`src/rtl/reg_load_ctrl_if.sv`:
```
`default_nettype none
// ============================================================================
//  Module      : reg_load_ctrl_if
//  Description : Reader-side bundle of the parameter-load sequencer: enable
//                strobe, per-camera address-mux modes and status flags.
//  Revision    : 1.0 - initial release
// ============================================================================
interface reg_load_ctrl_if;
  logic       o_rd_enable;
  logic [1:0] o_cam0_mode;
  logic [1:0] o_cam1_mode;
  logic       o_params_valid;
  logic       o_busy;
  logic       o_load_done;

  // Sequencer side drives the bundle.
  modport master (
    output o_rd_enable, o_cam0_mode, o_cam1_mode,
           o_params_valid, o_busy, o_load_done
  );

  // Register reader / transform datapath side observes it.
  modport slave (
    input  o_rd_enable, o_cam0_mode, o_cam1_mode,
           o_params_valid, o_busy, o_load_done
  );
endinterface
`default_nettype wire

```
`src/rtl/reg_load_ctrl.sv`:
```
`default_nettype none
// ============================================================================
//  Module      : reg_load_ctrl
//  Description : Debounces camera mode switches and sequences one full
//                parameter-reader sweep per reload, started on frame
//                boundaries, with ROM settle cycles before each strobe.
//  Revision    : 1.0 - initial release
// ============================================================================
module reg_load_ctrl #(
  parameter int ROM_LAT      = 1,
  parameter int DEBOUNCE_CYC = 1000000,
  parameter int SWEEP_LEN    = 128
) (
  input  logic             clk,
  input  logic             i_reset,
  input  logic [1:0]       i_cam0_mode_sw,
  input  logic [1:0]       i_cam1_mode_sw,
  input  logic             i_frame_start,
  input  logic             i_reload,
  reg_load_ctrl_if.master  rd_if
);

  localparam int c_DEB_W = $clog2(DEBOUNCE_CYC + 1);
  localparam int c_PH_W  = $clog2(SWEEP_LEN);
  localparam int c_ST_W  = $clog2(SWEEP_LEN + 1);

  localparam logic [c_DEB_W-1:0] c_DEB_LAST    = c_DEB_W'(DEBOUNCE_CYC - 1);
  localparam logic [c_PH_W-1:0]  c_PH_LAST     = c_PH_W'(SWEEP_LEN - 1);
  localparam logic [c_ST_W-1:0]  c_ST_LAST     = c_ST_W'(SWEEP_LEN - 1);
  localparam logic [c_ST_W-1:0]  c_ST_FULL     = c_ST_W'(SWEEP_LEN);
  localparam logic [3:0]         c_SETTLE_LOAD = (ROM_LAT == 0) ? 4'd0 : 4'(ROM_LAT - 1);
  localparam bit                 c_NO_SETTLE   = (ROM_LAT == 0);

  typedef enum logic [2:0] {
    ST_INIT   = 3'd0,
    ST_IDLE   = 3'd1,
    ST_SETTLE = 3'd2,
    ST_STROBE = 3'd3,
    ST_DONE   = 3'd4
  } state_t;

  // --------------------------------------------------------------------------
  // Switch synchronisers and debouncers, index 0 = camera 0, 1 = camera 1
  // --------------------------------------------------------------------------
  logic [1:0]         sw_raw    [2];
  logic [1:0]         sync1_q   [2];
  logic [1:0]         sync2_q   [2];
  logic [1:0]         cand_q    [2];
  logic [1:0]         deb_q     [2];
  logic [c_DEB_W-1:0] deb_cnt_q [2];
  logic [1:0]         w_accept;

  assign sw_raw[0] = i_cam0_mode_sw;
  assign sw_raw[1] = i_cam1_mode_sw;

  // A new value is accepted on its DEBOUNCE_CYC-th consecutive identical sample.
  always_comb begin
    w_accept = '0;
    for (int c = 0; c < 2; c++) begin
      w_accept[c] = (sync2_q[c] != deb_q[c]) && (sync2_q[c] == cand_q[c]) &&
                    (deb_cnt_q[c] == c_DEB_LAST);
    end
  end

  // Two-flop synchronise each switch bit, then count a stable candidate.
  always_ff @(posedge clk) begin
    if (i_reset) begin
      for (int c = 0; c < 2; c++) begin
        sync1_q[c]   <= '0;
        sync2_q[c]   <= '0;
        cand_q[c]    <= '0;
        deb_q[c]     <= '0;
        deb_cnt_q[c] <= '0;
      end
    end else begin
      for (int c = 0; c < 2; c++) begin
        sync1_q[c] <= sw_raw[c];
        sync2_q[c] <= sync1_q[c];
        if (sync2_q[c] == deb_q[c]) begin
          deb_cnt_q[c] <= '0;
        end else if (w_accept[c]) begin
          deb_q[c]     <= sync2_q[c];
          deb_cnt_q[c] <= '0;
        end else if ((sync2_q[c] != cand_q[c]) || (deb_cnt_q[c] == '0)) begin
          // Fresh candidate or a glitch to another value: this sample is the first.
          cand_q[c]    <= sync2_q[c];
          deb_cnt_q[c] <= c_DEB_W'(1);
        end else begin
          deb_cnt_q[c] <= deb_cnt_q[c] + c_DEB_W'(1);
        end
      end
    end
  end

  // --------------------------------------------------------------------------
  // Sweep sequencer
  // --------------------------------------------------------------------------
  state_t             state_q;
  logic               rd_en_q;
  logic               busy_q;
  logic               valid_q;
  logic               done_q;
  logic               pending_q;
  logic [1:0]         mode0_q;
  logic [1:0]         mode1_q;
  logic [3:0]         settle_q;
  logic [c_ST_W-1:0]  strb_q;
  logic [c_PH_W-1:0]  phase_q;
  logic [c_PH_W-1:0]  phase_d;
  logic               w_event;
  logic               w_sweep_done;
  logic               w_start;
  logic               w_step;

  assign w_event      = i_reload | (|w_accept);
  assign phase_d      = (phase_q == c_PH_LAST) ? '0 : phase_q + c_PH_W'(1);
  // strb_q excludes the strobe being issued now, hence the compare against LEN-1.
  assign w_sweep_done = (strb_q >= c_ST_LAST) && (phase_d == '0);
  // Pending is looked at as registered, so a same-cycle event waits a frame.
  assign w_start      = (state_q == ST_INIT) ||
                        ((state_q == ST_IDLE) && pending_q && i_frame_start);
  assign w_step       = w_start || ((state_q == ST_STROBE) && !w_sweep_done);

  // Mirrors the reader's own unreset counter: it advances on every enable the
  // reader sees, including one in a cycle where reset is asserted. It relies on
  // power-up clearing, exactly as the reader's counter does.
  always_ff @(posedge clk) begin
    if (rd_en_q) begin
      phase_q <= phase_d;
    end
  end

  // Sweep FSM with registered outputs; each step is settle cycles then one strobe.
  always_ff @(posedge clk) begin
    if (i_reset) begin
      state_q   <= ST_INIT;
      rd_en_q   <= 1'b0;
      busy_q    <= 1'b0;
      valid_q   <= 1'b0;
      done_q    <= 1'b0;
      pending_q <= 1'b0;
      mode0_q   <= 2'b00;
      mode1_q   <= 2'b00;
      settle_q  <= '0;
      strb_q    <= '0;
    end else begin
      rd_en_q   <= 1'b0;
      done_q    <= 1'b0;
      pending_q <= pending_q | w_event;

      if (w_start) begin
        mode0_q   <= deb_q[0];
        mode1_q   <= deb_q[1];
        pending_q <= w_event;  // an event landing on the start edge is kept
        busy_q    <= 1'b1;
        valid_q   <= 1'b0;
        strb_q    <= '0;
      end else if ((state_q == ST_STROBE) && (strb_q != c_ST_FULL)) begin
        strb_q    <= strb_q + c_ST_W'(1);
      end

      if (w_step) begin
        if (c_NO_SETTLE) begin
          state_q <= ST_STROBE;
          rd_en_q <= 1'b1;
        end else begin
          state_q  <= ST_SETTLE;
          settle_q <= c_SETTLE_LOAD;
        end
      end else begin
        case (state_q)
          ST_IDLE: state_q <= ST_IDLE;
          ST_SETTLE: begin
            if (settle_q == '0) begin
              state_q <= ST_STROBE;
              rd_en_q <= 1'b1;
            end else begin
              settle_q <= settle_q - 4'd1;
            end
          end
          ST_STROBE: begin
            // Only reached here when the sweep is complete.
            state_q <= ST_DONE;
            done_q  <= 1'b1;
            valid_q <= 1'b1;
            busy_q  <= 1'b0;
          end
          ST_DONE: state_q <= ST_IDLE;
          default: state_q <= ST_INIT;
        endcase
      end
    end
  end

  assign rd_if.o_rd_enable    = rd_en_q;
  assign rd_if.o_cam0_mode    = mode0_q;
  assign rd_if.o_cam1_mode    = mode1_q;
  assign rd_if.o_params_valid = valid_q;
  assign rd_if.o_busy         = busy_q;
  assign rd_if.o_load_done    = done_q;

endmodule
`default_nettype wire
```
`src/flat_wrapper.sv`:
```
// flat-port wrapper written by rule: the top's interface ports become plain ports
module reg_load_ctrl_flat 
#(
  parameter int ROM_LAT      = 1,
  parameter int DEBOUNCE_CYC = 1000000,
  parameter int SWEEP_LEN    = 128
)
  (clk, i_reset, i_cam0_mode_sw, i_cam1_mode_sw, i_frame_start, i_reload, rd_if_o_rd_enable, rd_if_o_cam0_mode, rd_if_o_cam1_mode, rd_if_o_params_valid, rd_if_o_busy, rd_if_o_load_done);
  reg_load_ctrl_if rd_if_i ();
  input  logic clk;
  input  logic i_reset;
  input  logic [1:0] i_cam0_mode_sw;
  input  logic [1:0] i_cam1_mode_sw;
  input  logic i_frame_start;
  input  logic i_reload;
  output wire logic [$bits(rd_if_i.o_rd_enable)-1:0] rd_if_o_rd_enable;
  output wire logic [$bits(rd_if_i.o_cam0_mode)-1:0] rd_if_o_cam0_mode;
  output wire logic [$bits(rd_if_i.o_cam1_mode)-1:0] rd_if_o_cam1_mode;
  output wire logic [$bits(rd_if_i.o_params_valid)-1:0] rd_if_o_params_valid;
  output wire logic [$bits(rd_if_i.o_busy)-1:0] rd_if_o_busy;
  output wire logic [$bits(rd_if_i.o_load_done)-1:0] rd_if_o_load_done;
  assign rd_if_o_rd_enable = rd_if_i.o_rd_enable;
  assign rd_if_o_cam0_mode = rd_if_i.o_cam0_mode;
  assign rd_if_o_cam1_mode = rd_if_i.o_cam1_mode;
  assign rd_if_o_params_valid = rd_if_i.o_params_valid;
  assign rd_if_o_busy = rd_if_i.o_busy;
  assign rd_if_o_load_done = rd_if_i.o_load_done;
  reg_load_ctrl #(.ROM_LAT(ROM_LAT), .DEBOUNCE_CYC(DEBOUNCE_CYC), .SWEEP_LEN(SWEEP_LEN)) u_core (.clk(clk), .i_reset(i_reset), .i_cam0_mode_sw(i_cam0_mode_sw), .i_cam1_mode_sw(i_cam1_mode_sw), .i_frame_start(i_frame_start), .i_reload(i_reload), .rd_if(rd_if_i));
endmodule
```
`config.mk`:
```
export PLATFORM = sky130hd
export DESIGN_NAME = reg_load_ctrl_flat
export DESIGN_NICKNAME = d
export VERILOG_FILES = /design/src/rtl/reg_load_ctrl_if.sv /design/src/rtl/reg_load_ctrl.sv /design/src/flat_wrapper.sv
export SDC_FILE = /design/constraint.sdc
export NUM_CORES = 1
export LEC_CHECK = 0
export ABC_AREA = 1
export CORE_ASPECT_RATIO = 1.75
export CORE_UTILIZATION = 45
export CTS_CLUSTER_DIAMETER = 120
export DETAILED_ROUTE_END_ITERATION = 12
export GPL_TIMING_DRIVEN = 0
export PLACE_DENSITY = 0.59
export SLEW_MARGIN = 25
export SYNTH_ARGS = -nofsm -noshare
export SYNTH_HDL_FRONTEND = slang
export SYNTH_SLANG_ARGS = --single-unit
```
`constraint.sdc`:
```
create_clock -name clk -period 2.95 [get_ports clk]
set_input_delay 0.59 -clock clk [delete_from_list [all_inputs] [get_ports clk]]
set_output_delay 0.59 -clock clk [all_outputs]
set_load 0.01 [all_outputs]
```
Word level (Yosys, flattened, before mapping)
Memory sizes are Yosys's and may differ from the RTL's.
Cells that the tools add are included.
Widths: inputs -> output; s select.
{ "word_totals": {"elab_cells": 152, "inputBits": 8, "register_bits": 31, "memories": 5, "ramBits": 56, "mem_bits_ro": 0, "latch_bits": 0, "output_inout_bits": 8} }
{ "classes": {"eq_ne": 18, "bitwise": 20, "shifts": 0, "reduce_logical": 25, "div_mod_pow": 0, "muxes": 66, "multipliers": 0, "order_cmp": 1, "addsub": 5} }
{ "memory_table": {"columns": ["name", "depth", "word_bits", "rd", "rd_ports_with_merged_regs", "write_ports", "line", "rtl"], "rows": [
  ["u_core.deb_cnt_q", 2, 20, 2, 0, 2, "reg_load_ctrl.sv:50", "logic [c_DEB_W-1:0] deb_cnt_q [2];"],
  ["u_core.cand_q", 2, 2, 2, 0, 2, "reg_load_ctrl.sv:48", "logic [1:0] cand_q [2];"],
  ["u_core.deb_q", 2, 2, 2, 0, 2, "reg_load_ctrl.sv:49", "logic [1:0] deb_q [2];"],
  ["u_core.sync1_q", 2, 2, 2, 0, 2, "reg_load_ctrl.sv:46", "logic [1:0] sync1_q [2];"],
  ["u_core.sync2_q", 2, 2, 2, 0, 2, "reg_load_ctrl.sv:47", "logic [1:0] sync2_q [2];"]
]} }
{ "ops": {"columns": ["operator", "n"], "rows": [
  ["$mux 20", 8],
  ["$mux 1", 46],
  ["$add 20x1->20 const B", 2],
  ["$eq 20x20->1 const B", 2],
  ["$logic_not 20->1", 2],
  ["$mux 2", 9],
  ["$or 1x1->1", 18],
  ["$logic_and 1x1->1", 9],
  ["$pmux 3 s3", 1],
  ["$add 8x1->8 const B", 1],
  ["$eq 2x2->1", 4],
  ["$ge 8x7->1 const B", 1],
  ["$ne 2x2->1", 4],
  ["$ne 8x8->1 const B", 1],
  ["$reduce_or 2->1", 4],
  ["$add 7x1->7 const B", 1],
  ["$eq 7x7->1 const B", 1],
  ["$logic_not 7->1", 1],
  ["$mux 7", 1],
  ["$eq 3x2->1 const B", 2],
  ["$logic_not 4->1", 1],
  ["$logic_or 1x1->1", 4],
  ["$sub 4x1->4 const B", 1],
  ["$eq 3x1->1 const B", 1],
  ["9 further kinds", 10]
]} }

Logic depth before layout (Yosys ltp)
Gate-level depths: netlist of run 1.
An unclocked memory read counts as a cell.
{ "logic_depth": {"ltp_word": 11, "ltp_mapped": 11} }

Least setup slack after synthesis of run 1
No wires, ideal clock.
{ "synth_path": {"path_type": "register -> register", "startpoint": "mem u_core.deb_cnt_q[0][0] in the netlist's numbering", "endpoint": "mem u_core.deb_cnt_q[0][2] in the netlist's numbering, data pin", "arrival_ns": 1.431, "required_time_ns": 2.694, "stages_incl_launch_ff": 10, "synth_period_minus_slack_ns": 1.687, "n_path_buf": 1, "setup_slack_ns": 1.263, "setup_time_ns": 0.256, "cell_sequence": "edfxtp_1 ha_1 nand3_1 nor2_2 nand3_1 nor2_1 nor2_1 nand2_2 buf_6 nor2_1"} }
{ "synth_lines": {"columns": ["item", "line"], "rows": [
  ["start: declaration", "reg_load_ctrl.sv:50"]
]} }

Final worst setup path of run 1
{ "layout_path": {"startpoint": "in i_frame_start", "endpoint": "reg u_core.valid_q, in the netlist u_core.rd_if.o_params_valid"} }
{ "layout_via": {"elab_chain_cells": 5, "elab_cells_between_ends": 6, "cone_classes": "3 x mux; 3 x reduce/logical"} }
{ "layout_rtl": {"columns": ["item", "line", "rtl"], "rows": [
  ["start: declaration", "flat_wrapper.sv:14", "input logic i_frame_start;"],
  ["$logic_and 1x1->1 *", "reg_load_ctrl.sv:121", "((state_q == ST_IDLE) && pending_q && i_frame_start);"],
  ["$logic_or 1x1->1 *", "reg_load_ctrl.sv:120", "assign w_start = (state_q == ST_INIT) ||"],
  ["$mux 1", "reg_load_ctrl.sv:151", "if (w_start) begin"],
  ["$mux 1", "reg_load_ctrl.sv:171", "case (state_q)"],
  ["$mux 1 *", "reg_load_ctrl.sv:162", "if (w_step) begin"],
  ["end signal: assignment", "reg_load_ctrl.sv:139", "valid_q <= 1'b0;"],
  ["end signal: assignment", "reg_load_ctrl.sv:156", "valid_q <= 1'b0;"],
  ["end signal: assignment", "reg_load_ctrl.sv:185", "valid_q <= 1'b1;"],
  ["end: declaration", "reg_load_ctrl.sv:101", "logic valid_q;"]
]} }
Every way passes the cells marked *; elsewhere a longest branch is shown, timed or not.
A chain may end at the register's enable or synchronous reset.

==> results.toml, run 1 <==
[finish]
postLayoutCoreUtil_pct = 53.43
diodes = 0
area_delta_synth_final_pct = 15.16
fin_nets = 675
fill_cells = 1024
fin_cells = 790
drive_above_1_share_pct = 6.335
stdcell_area_um2 = 5503

[yosys]
ys.warnings.count = 0
synthDominantCellAreaShare_pct = 34.56
synthTopCellsByCount = "104 x inv_1, 102 x nand2_1, 99 x nor2_1"
synth.most_common_cell = "inv_1"
synth_edf_count = 55
ys.flop_type = "edfxtp_1"
seq_area_frac_synth_pct = 47.97
synth_seq_cells = 87
synthTopCellsByArea = "edfxtp_1 35%, dfxtp_1 13%, inv_1 8.2%, nand2_1 8.0%, nor2_1 7.8%"
synth.largest_area_cell = "edfxtp_1"
ys_async_sr_fraction_pct = 0
synth.distinct_cells = 30
syn_area_per_cell_um2 = 8.058
syn_area_um2 = 4778
syn-instance-count = 593

[sta]
setup_viol = 0
tns_ns = 0
timing.final.ws_setup_ns = 0.8006
slew_headroom_pct = 61.83
holdWs_ns = 0.4006
final.period_utilization_pct = 72.86
hold_viol = 0
skew_ns = 0.008762
slew_violations = 0
max_clock_freq_mhz = 465.3
rsz0062_at_grt = "false"
layout_min_cycle_time_ns = 2.149
worst_pin_slew_ns = 0.5705

[grt]
first_global_vias = 3725
antenna_found_initial = 0
grt_pass1_wl_um = 15840
grt_max_degree = 16
grtUsageTotal_pct = 18.37
overflow = 0

[drt]
wl_per_cell_um = 11.70
drt_iter0_drc = 139
via_per_inst = 4.738
vias = 3743
drc_errors = 0
drt-total-wl_um = 9243
ant_nets = 0
dr.pass1.iters = 4

[placed_design]
dp_cells = 774
routabilityCongestion = 0.8557
hpwl_um = 7252
placed_cell_area_um2 = 5234
pre_cts_ws_ns = 0.4006
portBuffers = 15

[clocking]
cts_sinks = 87
numCtsBuffers = 9
cts-root-buf = "clkbuf_16"
clk_path_buf_depth = 2
post_cts_resized = 0
post-cts-setup-buffers = 0
htree_levels = 3
insertion_delay_ns = 0.33
postCtsHoldBufs = 0
clkTransAtPathRegs_ns = 0.06
cts_tree = "done"

[worst_setup_path]
worstSetupStartpointType = "input port"
cp_slowest_cell = "nor2_1"
cp.arrival_ns = 2.41
critPathMaxStageDelay_ns = 0.48
crit_required_ns = 3.21
critPathKind = "in -> reg"
cp-end-kind = "register"
critical_path.max_fanout = 9
crit_path_cell_trace = "clkdlybuf4s50_1 -> nand2_1 -> nand2_1 -> nand3_1 -> inv_1 -> nor2_1 -> inv_1 -> a21oi_1"
rrSetupSlack_ns = 0.97

[pwr]
p_leak_nw = 2.272
power.density_nw_per_um2 = 492.5
irDropWorstVdd_mv = 0.3491
power_mw = 2.710

[floorplanning]
die_w_um = 79.90
initial_utilization_pct = 46.39
std_cell_rows = 49
die_area_um2 = 11050
io_pins = 16
die_height_um = 138.3
core_um2 = 10300

[job]
drv_cap = 0

[outcome]
status = "complete, no violations"

[min_path]
hold_class = "reg -> reg"
-- worst max-delay path, delay by kind of cell --
kind / cells / cell delay (ns)
buf+inv: 3 / 0.82
simple gates: 4 / 0.82
compound gates: 1 / 0.17
-- cell usage in the layout, fill, tap and decap left out, types with 3 or more instances in the layout --
cell type and n:
nand3b_1 4, clkinv_4 3, nor3_1 23, ha_1 9, clkbuf_16 9, nand4_1 15
nand2_1 102, a21oi_1 19, nor2_1 99, o21ai_0 9, clkdlybuf4s50_1 15, conb_1 40
inv_1 104, dfxtp_1 32, edfxtp_1 55, nand3_1 44, xnor2_1 10, clkbuf_1 4
xor2_1 32, nor2_2 15
-- final timing paths --
path | from | end | cells past startpoint
setup reg to reg | u_core.deb_cnt_q[0][0] | u_core.deb_cnt_q[0][6] | 9
hold reg to reg | u_core.sync1_q[0][3] | u_core.sync2_q[0][3] | 2
setup / recovery | i_frame_start | u_core.rd_if.o_params_valid | 8
hold / removal | u_core.sync1_q[0][3] | u_core.sync2_q[0][3] | 2
-- final cells by class --
| class | count | area, µm² | area share, % |
|---|---|---|---|
| sequential | 87 | 2292 | 41.66 |
| inverter | 106 | 397.9 | 7.231 |
| clock buffer | 11 | 232.7 | 4.229 |
| buffer | 5 | 35.03 | 0.6367 |
| multi-input combinational | 434 | 2200 | 39.97 |
| timing repair buffer | 15 | 150.1 | 2.729 |
| clock inverter | 5 | 36.28 | 0.6594 |
| tap | 127 | 158.9 | 2.888 |
-- layer usage --
layer	vias up	routed length [µm]	track usage (%)
met3	20	147	2.640
met4	0	313	9.868
met1	1699	3700	19.20
met2	49	5081	34.01
met5	-	0	0
li1	1975	-	-
-- power breakdown --
| part | switching (mW) | internal [mW] | leakage [nW] |
|---|---|---|---|
| registers | 0.0547 | 1.36 | 0.823 |
| logic | 0.164 | 0.0967 | 1.32 |
| clock network | 0.460 | 0.573 | 0.133 |
-- state kept, by name, summed over array words and instances, names as in the netlist, 2 cells and up --
signal and flops:
u_core.phase_q 7, u_core.rd_if.o_cam0_mode 2, u_core.sync1_q 4, u_core.deb_q 4, u_core.sync2_q 4, u_core.cand_q 4
u_core.deb_cnt_q 40, u_core.strb_q 8, u_core.state_q 3, u_core.rd_if.o_cam1_mode 2, u_core.settle_q 4
-- cell families (layout without fill, tap and decap cells) --
logic type,after synthesis,after routing,share of synthesized area (%)
xor gates and xnor gates,42,42,7.698
DFF,87,87,47.97
other,1,40,0.07848
adders and majority gates,9,9,2.357
and+or+nand+nor,312,312,29.46
AOI/OAI and AO/OA,31,31,3.378
buffers and inverters,111,142,9.060
Power figures use the tool's default switching activity.
==> run 2, diff against run 1 <==
--- a/config.mk
+++ b/config.mk
@@ -11,7 +11,7 @@
 export CTS_CLUSTER_DIAMETER = 120
 export DETAILED_ROUTE_END_ITERATION = 12
 export GPL_TIMING_DRIVEN = 0
-export PLACE_DENSITY = 0.59
+export PLACE_DENSITY = 0.61
 export SLEW_MARGIN = 25
 export SYNTH_ARGS = -nofsm -noshare
 export SYNTH_HDL_FRONTEND = slang
==> constraint.sdc (replaced) <==
create_clock -name clk -period 1.7 [get_ports clk]
set_input_delay 0.34 -clock clk [delete_from_list [all_inputs] [get_ports clk]]
set_output_delay 0.34 -clock clk [all_outputs]
set_load 0.01 [all_outputs]
==> run 2 against run 1 <==
The run now ends with setup timing left. Clock skew up 0.0016 ns. Design area rose by 13%. First-iteration DRC count grew 37%. Critical path depth increased by 1. Sequential share of layout area down 4.7 points. Count of clock-buffer cells in the layout stayed put. Non-clock buffer count grew 32. Via count grew 7.1%. Final cell count is 4.1% higher. Combinational power up 150%. Utilization up 6.9 points. Critical path type is now reg -> reg.
==> results.toml, run 2 (synthesis gave the netlist of run 1 again) <==
[job]
drv_cap = 0

[grt]
gr-max-usage-layer = "met2"
grt_max_degree = 16
use_met3_pct = 3.366
met2_usage_pct = 36.17
grt.met1_usage_pct = 19.77
grt_pass1_wl_um = 16700
overflow = 0
grtUsageTotal_pct = 19.30
first_global_vias = 3853
antenna_found_initial = 0

[worst_setup_path]
r2r_cells = 9
r2r-end = "u_core.deb_cnt_q[0][10]"
rr_startpoint = "u_core.deb_cnt_q[0][0]"
cp.arrival_ns = 1.84
worstSetupStartpointType = "register"
cp-end-kind = "register"
rrSetupSlack_ns = -0.05
critPathKind = "reg -> reg"
crit_required_ns = 1.79
critical_path.max_fanout = 4

[clocking]
htree_levels = 3
cts_tree = "done"
numCtsBuffers = 9
clk_path_buf_depth = 2
insertion_delay_ns = 0.34
cts_sinks = 87
cts-root-buf = "clkbuf_16"
clkTransAtPathRegs_ns = 0.06

[min_path]
hold_class = "reg -> reg"
worstHoldStart = "u_core.sync1_q[0][2]"
whs_path_depth = 2
hold_end = "u_core.sync2_q[0][2]"

[drt]
drt_iter0_drc = 191
drc_errors = 0
drt-total-wl_um = 10460
dr.pass1.iters = 4
ant_nets = 0
wl_per_cell_um = 12.72
vias = 4008
via_per_inst = 4.876

[sta]
rsz0062_at_grt = "true"
timing.final.ws_setup_ns = -0.04933
skew_ns = 0.01036
setup_viol = 23
final.period_utilization_pct = 102.9
holdWs_ns = 0.4030
hold_viol = 0
slew_violations = 0
max_clock_freq_mhz = 571.6
layout_min_cycle_time_ns = 1.749

[pwr]
power_mw = 5.073
pwr-share-comb_pct = 12.7
power.density_nw_per_um2 = 816.3
power.switching_mw = 1.313
p_leak_nw = 2.507
sw_frac_of_total_pct = 25.88
seq_power_share_pct = 48.6
p_int_mw = 3.760
irDropWorstVdd_mv = 0.5974
clkPwrFrac_pct = 38.7

[outcome]
violations = "setup timing"
status = "finished, violations left"

[placed_design]
routabilityCongestion = 0.9116
hpwl_um = 7398
placed_cell_area_um2 = 5234
pre_cts_ws_ns = -0.6338
portBuffers = 15

[finish]
diodes = 0
final_common_cell = "inv_1"
postLayoutCoreUtil_pct = 60.34
multi_input_area_um2 = 2581
ff_latch_area_um2 = 2296
drive_above_1_share_pct = 22.45
fin_nets = 707
largest_register_ffs = 40
area_delta_synth_final_pct = 30.06
final_cell_mix = "95 x inv_1, 93 x nand2_1, 62 x nor2_1"
stdcell_area_um2 = 6215
regMostFlops = "u_core.deb_cnt_q"
largestRegisters = "u_core.deb_cnt_q x40, u_core.strb_q x8, u_core.phase_q x7"
fill_cells = 950

[floorplanning]
core_um2 = 10300
die_area_um2 = 11050
io_pins = 16
initial_utilization_pct = 46.39
die_w_um = 79.90
die_height_um = 138.3
std_cell_rows = 49
[run 2: changes by cell type in the layout (fill, tap and decap cells not counted), moves of 5 or more]
cell,delta
nor2_1,-37
buf_4,+28
nor2_2,+24
nor2_4,+13
inv_1,-9
inv_2,+9
nand2_1,-9
nand3_1,-8
nand2_2,+6
ha_1,-5
nand3_4,+5
[run 2: critical path, cell delays in order, from the launching register on]
cell and delay (ns):
edfxtp_1 0.44, ha_4 0.19, nand3_4 0.10, nor2_4 0.14, nand3_2 0.11, nor2_4 0.17, nor2_4 0.05, nand2_4 0.11
clkbuf_16 0.15, nor2_1 0.03
[run 2: cell type report]
| type | instances | area share (%) |
|---|---|---|
| multi-input combinational | 434 | 41.53 |
| sequential | 87 | 36.94 |
| clock inverter | 5 | 0.5637 |
| inverter | 106 | 6.402 |
| timing repair buffer | 47 | 7.026 |
| buffer | 5 | 0.7248 |
| tap | 127 | 2.557 |
| clock buffer | 11 | 4.248 |
[run 2: worst max-delay path by stage]
stage | cells past startpoint | start | endpoint
floorplan | 9 | u_core.deb_cnt_q[0][0] | u_core.deb_cnt_q[0][2]
global placement | 8 | i_frame_start | u_core.state_q[2]
detailed placement | 8 | i_frame_start | u_core.state_q[2]
CTS | 10 | u_core.deb_cnt_q[1][0] | u_core.deb_cnt_q[1][17]
global route | 10 | u_core.deb_cnt_q[0][0] | u_core.deb_cnt_q[0][10]
finish | 9 | u_core.deb_cnt_q[0][0] | u_core.deb_cnt_q[0][10]
[run 2: layer usage]
layer  wire, µm  part of all wire [%]
met5          0                     0
met2       6113                    58
met3        223                   2.1
met4        223                   2.1
met1       3894                    37
[run 2: power groups by stage]
stage          Combinational (mW)  Clock, mW  Sequential (mW)
2_1_floorplan               0.326          0             2.48
3_3_place_gp                0.445          0             2.50
3_5_place_dp                0.454          0             2.51
4_1_cts                     0.510       2.01             2.46
5_1_grt                     0.715       2.08             2.48
6_report                    0.644       1.96             2.46
[run 2: repair_timing]
item,CTS,global route
gates resized for setup,27,85
buffers inserted,11,19
endpoints found under the setup margin,59,68
hold buffers,0,0
gates cloned,1,1
pin swaps,4,21
[run 2: metrics by stage]
step / setup TNS [ns] / std cells
2_1_floorplan: 0 / 632
3_3_place_gp: -16.52 / 774
3_5_place_dp: -18.55 / 774
4_1_cts: -0.4660 / 802
5_1_grt: -4.818 / 822
6_report: -0.7747 / 822
==> run 3, diff against run 2 <==
--- a/config.mk
+++ b/config.mk
@@ -5,7 +5,6 @@
 export SDC_FILE = /design/constraint.sdc
 export NUM_CORES = 1
 export LEC_CHECK = 0
-export ABC_AREA = 1
 export CORE_ASPECT_RATIO = 1.75
 export CORE_UTILIZATION = 45
 export CTS_CLUSTER_DIAMETER = 120
==> constraint.sdc (replaced) <==
create_clock -name clk -period 1.7 [get_ports clk]
set_input_delay 0.255 -clock clk [delete_from_list [all_inputs] [get_ports clk]]
set_output_delay 0.255 -clock clk [all_outputs]
set_load 0.01 [all_outputs]
==> run 3 against run 2 <==
Clock skew shrank 0.0030 ns. Routed wire length shrank 9.9%. Critical path depth shrank 1. Sequential share of layout area grew 0.42 points. Worst hold slack lost 0.10 ns. Final cell count shrank 19%. Critical endpoint is now u_core.deb_cnt_q[0][18]. Area after synthesis shrank 7.1%. The flow still finishes with violations (setup timing). Die area shrank 6.9%. Clock power grew 8%. Synthesized cell count shrank 29%. Non-clock buffer count grew 25.
==> results.toml, run 3 <==
[finish]
ff_latch_area_um2 = 2293
area_delta_synth_final_pct = 38.24
drive_above_1_share_pct = 29.83
largest_register_ffs = 40
regMostFlops = "u_core.deb_cnt_q"
fill_cells = 779
fin_nets = 555
largestRegisters = "u_core.deb_cnt_q x40, u_core.strb_q x8, u_core.phase_q x7"
final_common_cell = "edfxtp_1"
stdcell_area_um2 = 6138
final_cell_mix = "55 x edfxtp_1, 40 x conb_1, 33 x nor2_1, 33 x buf_4, 31 x dfxtp_1"
multi_input_area_um2 = 2522
diodes = 0

[worst_setup_path]
critPathMaxStageDelay_ns = 0.55
crit_required_ns = 1.79
cp.arrival_ns = 2.63
path_delay_family = "simple AND/OR/NAND/NOR gates"
rrSetupSlack_ns = -0.84
cp_slowest_cell = "or4_4"
critPathBufInv = 3
critical_path.max_fanout = 5
worstSetupStartpointType = "register"
critPathKind = "reg -> reg"
cp-end-kind = "register"
crit_path_cell_trace = "or4_4 -> or4_4 -> o311ai_4 -> or2_1 -> buf_6 -> buf_12 -> buf_12 -> nor2_4"

[yosys]
syn-instance-count = 423
synth.distinct_cells = 52
ys.warnings.count = 0
synth_top_family_by_area = "simple AND/OR/NAND/NOR gates"
synth_simple_gate_area_share_pct = 24.88
synth.most_common_cell = "nor2_1"
synth-compound-area-share_pct = 5.889
synth_seq_cells = 87
synth_edf_count = 55
syn_area_per_cell_um2 = 10.50
synthTopCellsByArea = "edfxtp_1 37%, dfxtp_1 14%, xor2_1 5.7%, xnor2_1 5.5%, nor2_1 5.1%"
ys.flop_type = "edfxtp_1"
syn_area_um2 = 4441
synth.largest_area_cell = "edfxtp_1"
synth-xor-area-share_pct = 11.24
synthAdderAreaFrac_pct = 2.536
synthTopCellsByCount = "60 x nor2_1, 55 x edfxtp_1, 32 x dfxtp_1, 32 x nand2_1, 29 x xor2_1"
synthMuxAreaShare_pct = 0.9017
ys_async_sr_fraction_pct = 0
seq_area_frac_synth_pct = 51.62
synthDominantCellAreaShare_pct = 37.19

[drt]
dr.pass1.iters = 4
ant_nets = 0
wl_per_cell_um = 14.16
vias = 3396
drc_errors = 0
drt-total-wl_um = 9416
drt_iter0_drc = 111
via_per_inst = 5.107

[grt]
grt_max_degree = 15
grtUsageTotal_pct = 18.90
antenna_found_initial = 0
grt_pass1_wl_um = 15080
first_global_vias = 3375
overflow = 0

[job]
drv_cap = 0

[sta]
max_clock_freq_mhz = 393.3
slew_violations = 0
skew_ns = 0.007377
rsz0062_at_grt = "true"
timing.final.ws_setup_ns = -0.8424
setup_viol = 66
layout_min_cycle_time_ns = 2.542
final.period_utilization_pct = 149.6
hold_viol = 0

[clocking]
postCtsHoldBufs = 0
cts-root-buf = "clkbuf_16"
numCtsBuffers = 9
cts_tree = "done"
insertion_delay_ns = 0.34
htree_levels = 3
clk_path_buf_depth = 2
clkTransAtPathRegs_ns = 0.07
cts_sinks = 87

[pwr]
p_leak_nw = 2.273
power_mw = 5.251
irDropWorstVdd_mv = 0.5482
power.density_nw_per_um2 = 855.4

[floorplanning]
die_area_um2 = 10280
die_height_um = 133.4
core_um2 = 9527
die_w_um = 77.09
std_cell_rows = 47
io_pins = 16
initial_utilization_pct = 46.61

[placed_design]
hpwl_um = 6195
portBuffers = 14
placed_cell_area_um2 = 4956
routabilityCongestion = 0.8010

[min_path]
hold_class = "in -> reg"

[outcome]
status = "finished, violations left"
violations = "setup timing"
-- run 3: cell types whose count changed in the layout (fill, tap and decap cells not counted), sizes merged, moves of 9 or more --
cell   previous run  this run
nor2            114        70
o21ai            10         1
nand3            46        18
buf              34        60
and2              0        13
nand2           104        32
xnor2            10        28
nor3             25         6
inv             110        16
-- run 3: metal layers --
layer | wire length, µm | share of wire, % | track usage (%)
met5 | 0 | 0 | 0
met4 | 271 | 2.9 | 8.910
met3 | 189 | 2.0 | 4.178
met2 | 5435 | 58 | 37.65
met1 | 3519 | 37 | 17.58
-- run 3: path summary, 6_finish.rpt --
check	startpoint	to	cells after the start
worst min-delay path	i_reset	u_core.sync2_q[0][0]	2
worst max-delay path	u_core.deb_cnt_q[0][10]	u_core.deb_cnt_q[0][18]	8
worst max register to register	u_core.deb_cnt_q[0][10]	u_core.deb_cnt_q[0][18]	8
worst min register to register	u_core.sync1_q[0][0]	u_core.sync2_q[0][0]	1
-- run 3: what timing repair did --
action                     in CTS  in global routing
pin swaps                      21                 19
resized for setup              54                 49
setup buffers                  34                 21
gates cloned                    3                  0
setup endpoints to repair      77                 75
-- run 3: worst reg2reg max path: stages (launching register included) --
cell,delay [ns]
edfxtp_1,0.38
or4_4,0.55
or4_4,0.53
o311ai_4,0.27
or2_1,0.17
buf_6,0.12
buf_12,0.11
buf_12,0.13
nor2_4,0.03
-- run 3: through the flow --
stage,instances,util [%],hold slack (ns),setup WS [ns],TNS [ns]
after detailed placement,598,52.02,0.4223,-1.008,-48.76
after global routing,665,64.43,0.3258,-0.8950,-39.01
final,665,64.43,0.2983,-0.8424,-34.47
after floorplan,462,-,0.3832,-0.7676,-26.16
after CTS,648,61.43,0.3002,-0.8526,-33.03
after global placement,598,52.02,0.4255,-0.9791,-47.07
-- run 3: cell type report --
cell class,count,share of cell area [%]
Clock buffer,11,4.484
Buffer,8,1.386
Tap cell,122,2.487
Clock inverter,5,0.8153
Sequential cell,87,37.36
Multi-Input combinational cell,348,41.09
Timing Repair Buffer,69,11.46
Inverter,15,0.9172
-- run 3: power by group --
group          internal (mW)  switching, mW  leakage [nW]
Clock                   1.31          0.802         0.164
Combinational          0.347          0.330          1.29
Sequential              2.36          0.106         0.823
-- run 3: kinds of logic (layout without fill, tap and decap cells) --
kind of cell	after synthesis	in the layout
other	1	40
adder cells (fa/ha/maj)	9	9
XOR/XNOR	57	57
AO/OA/AOI/OAI	36	36
flip-flops	87	87
buffers and inverters	27	108
AND/OR/NAND/NOR	202	202
multiplexers	4	4
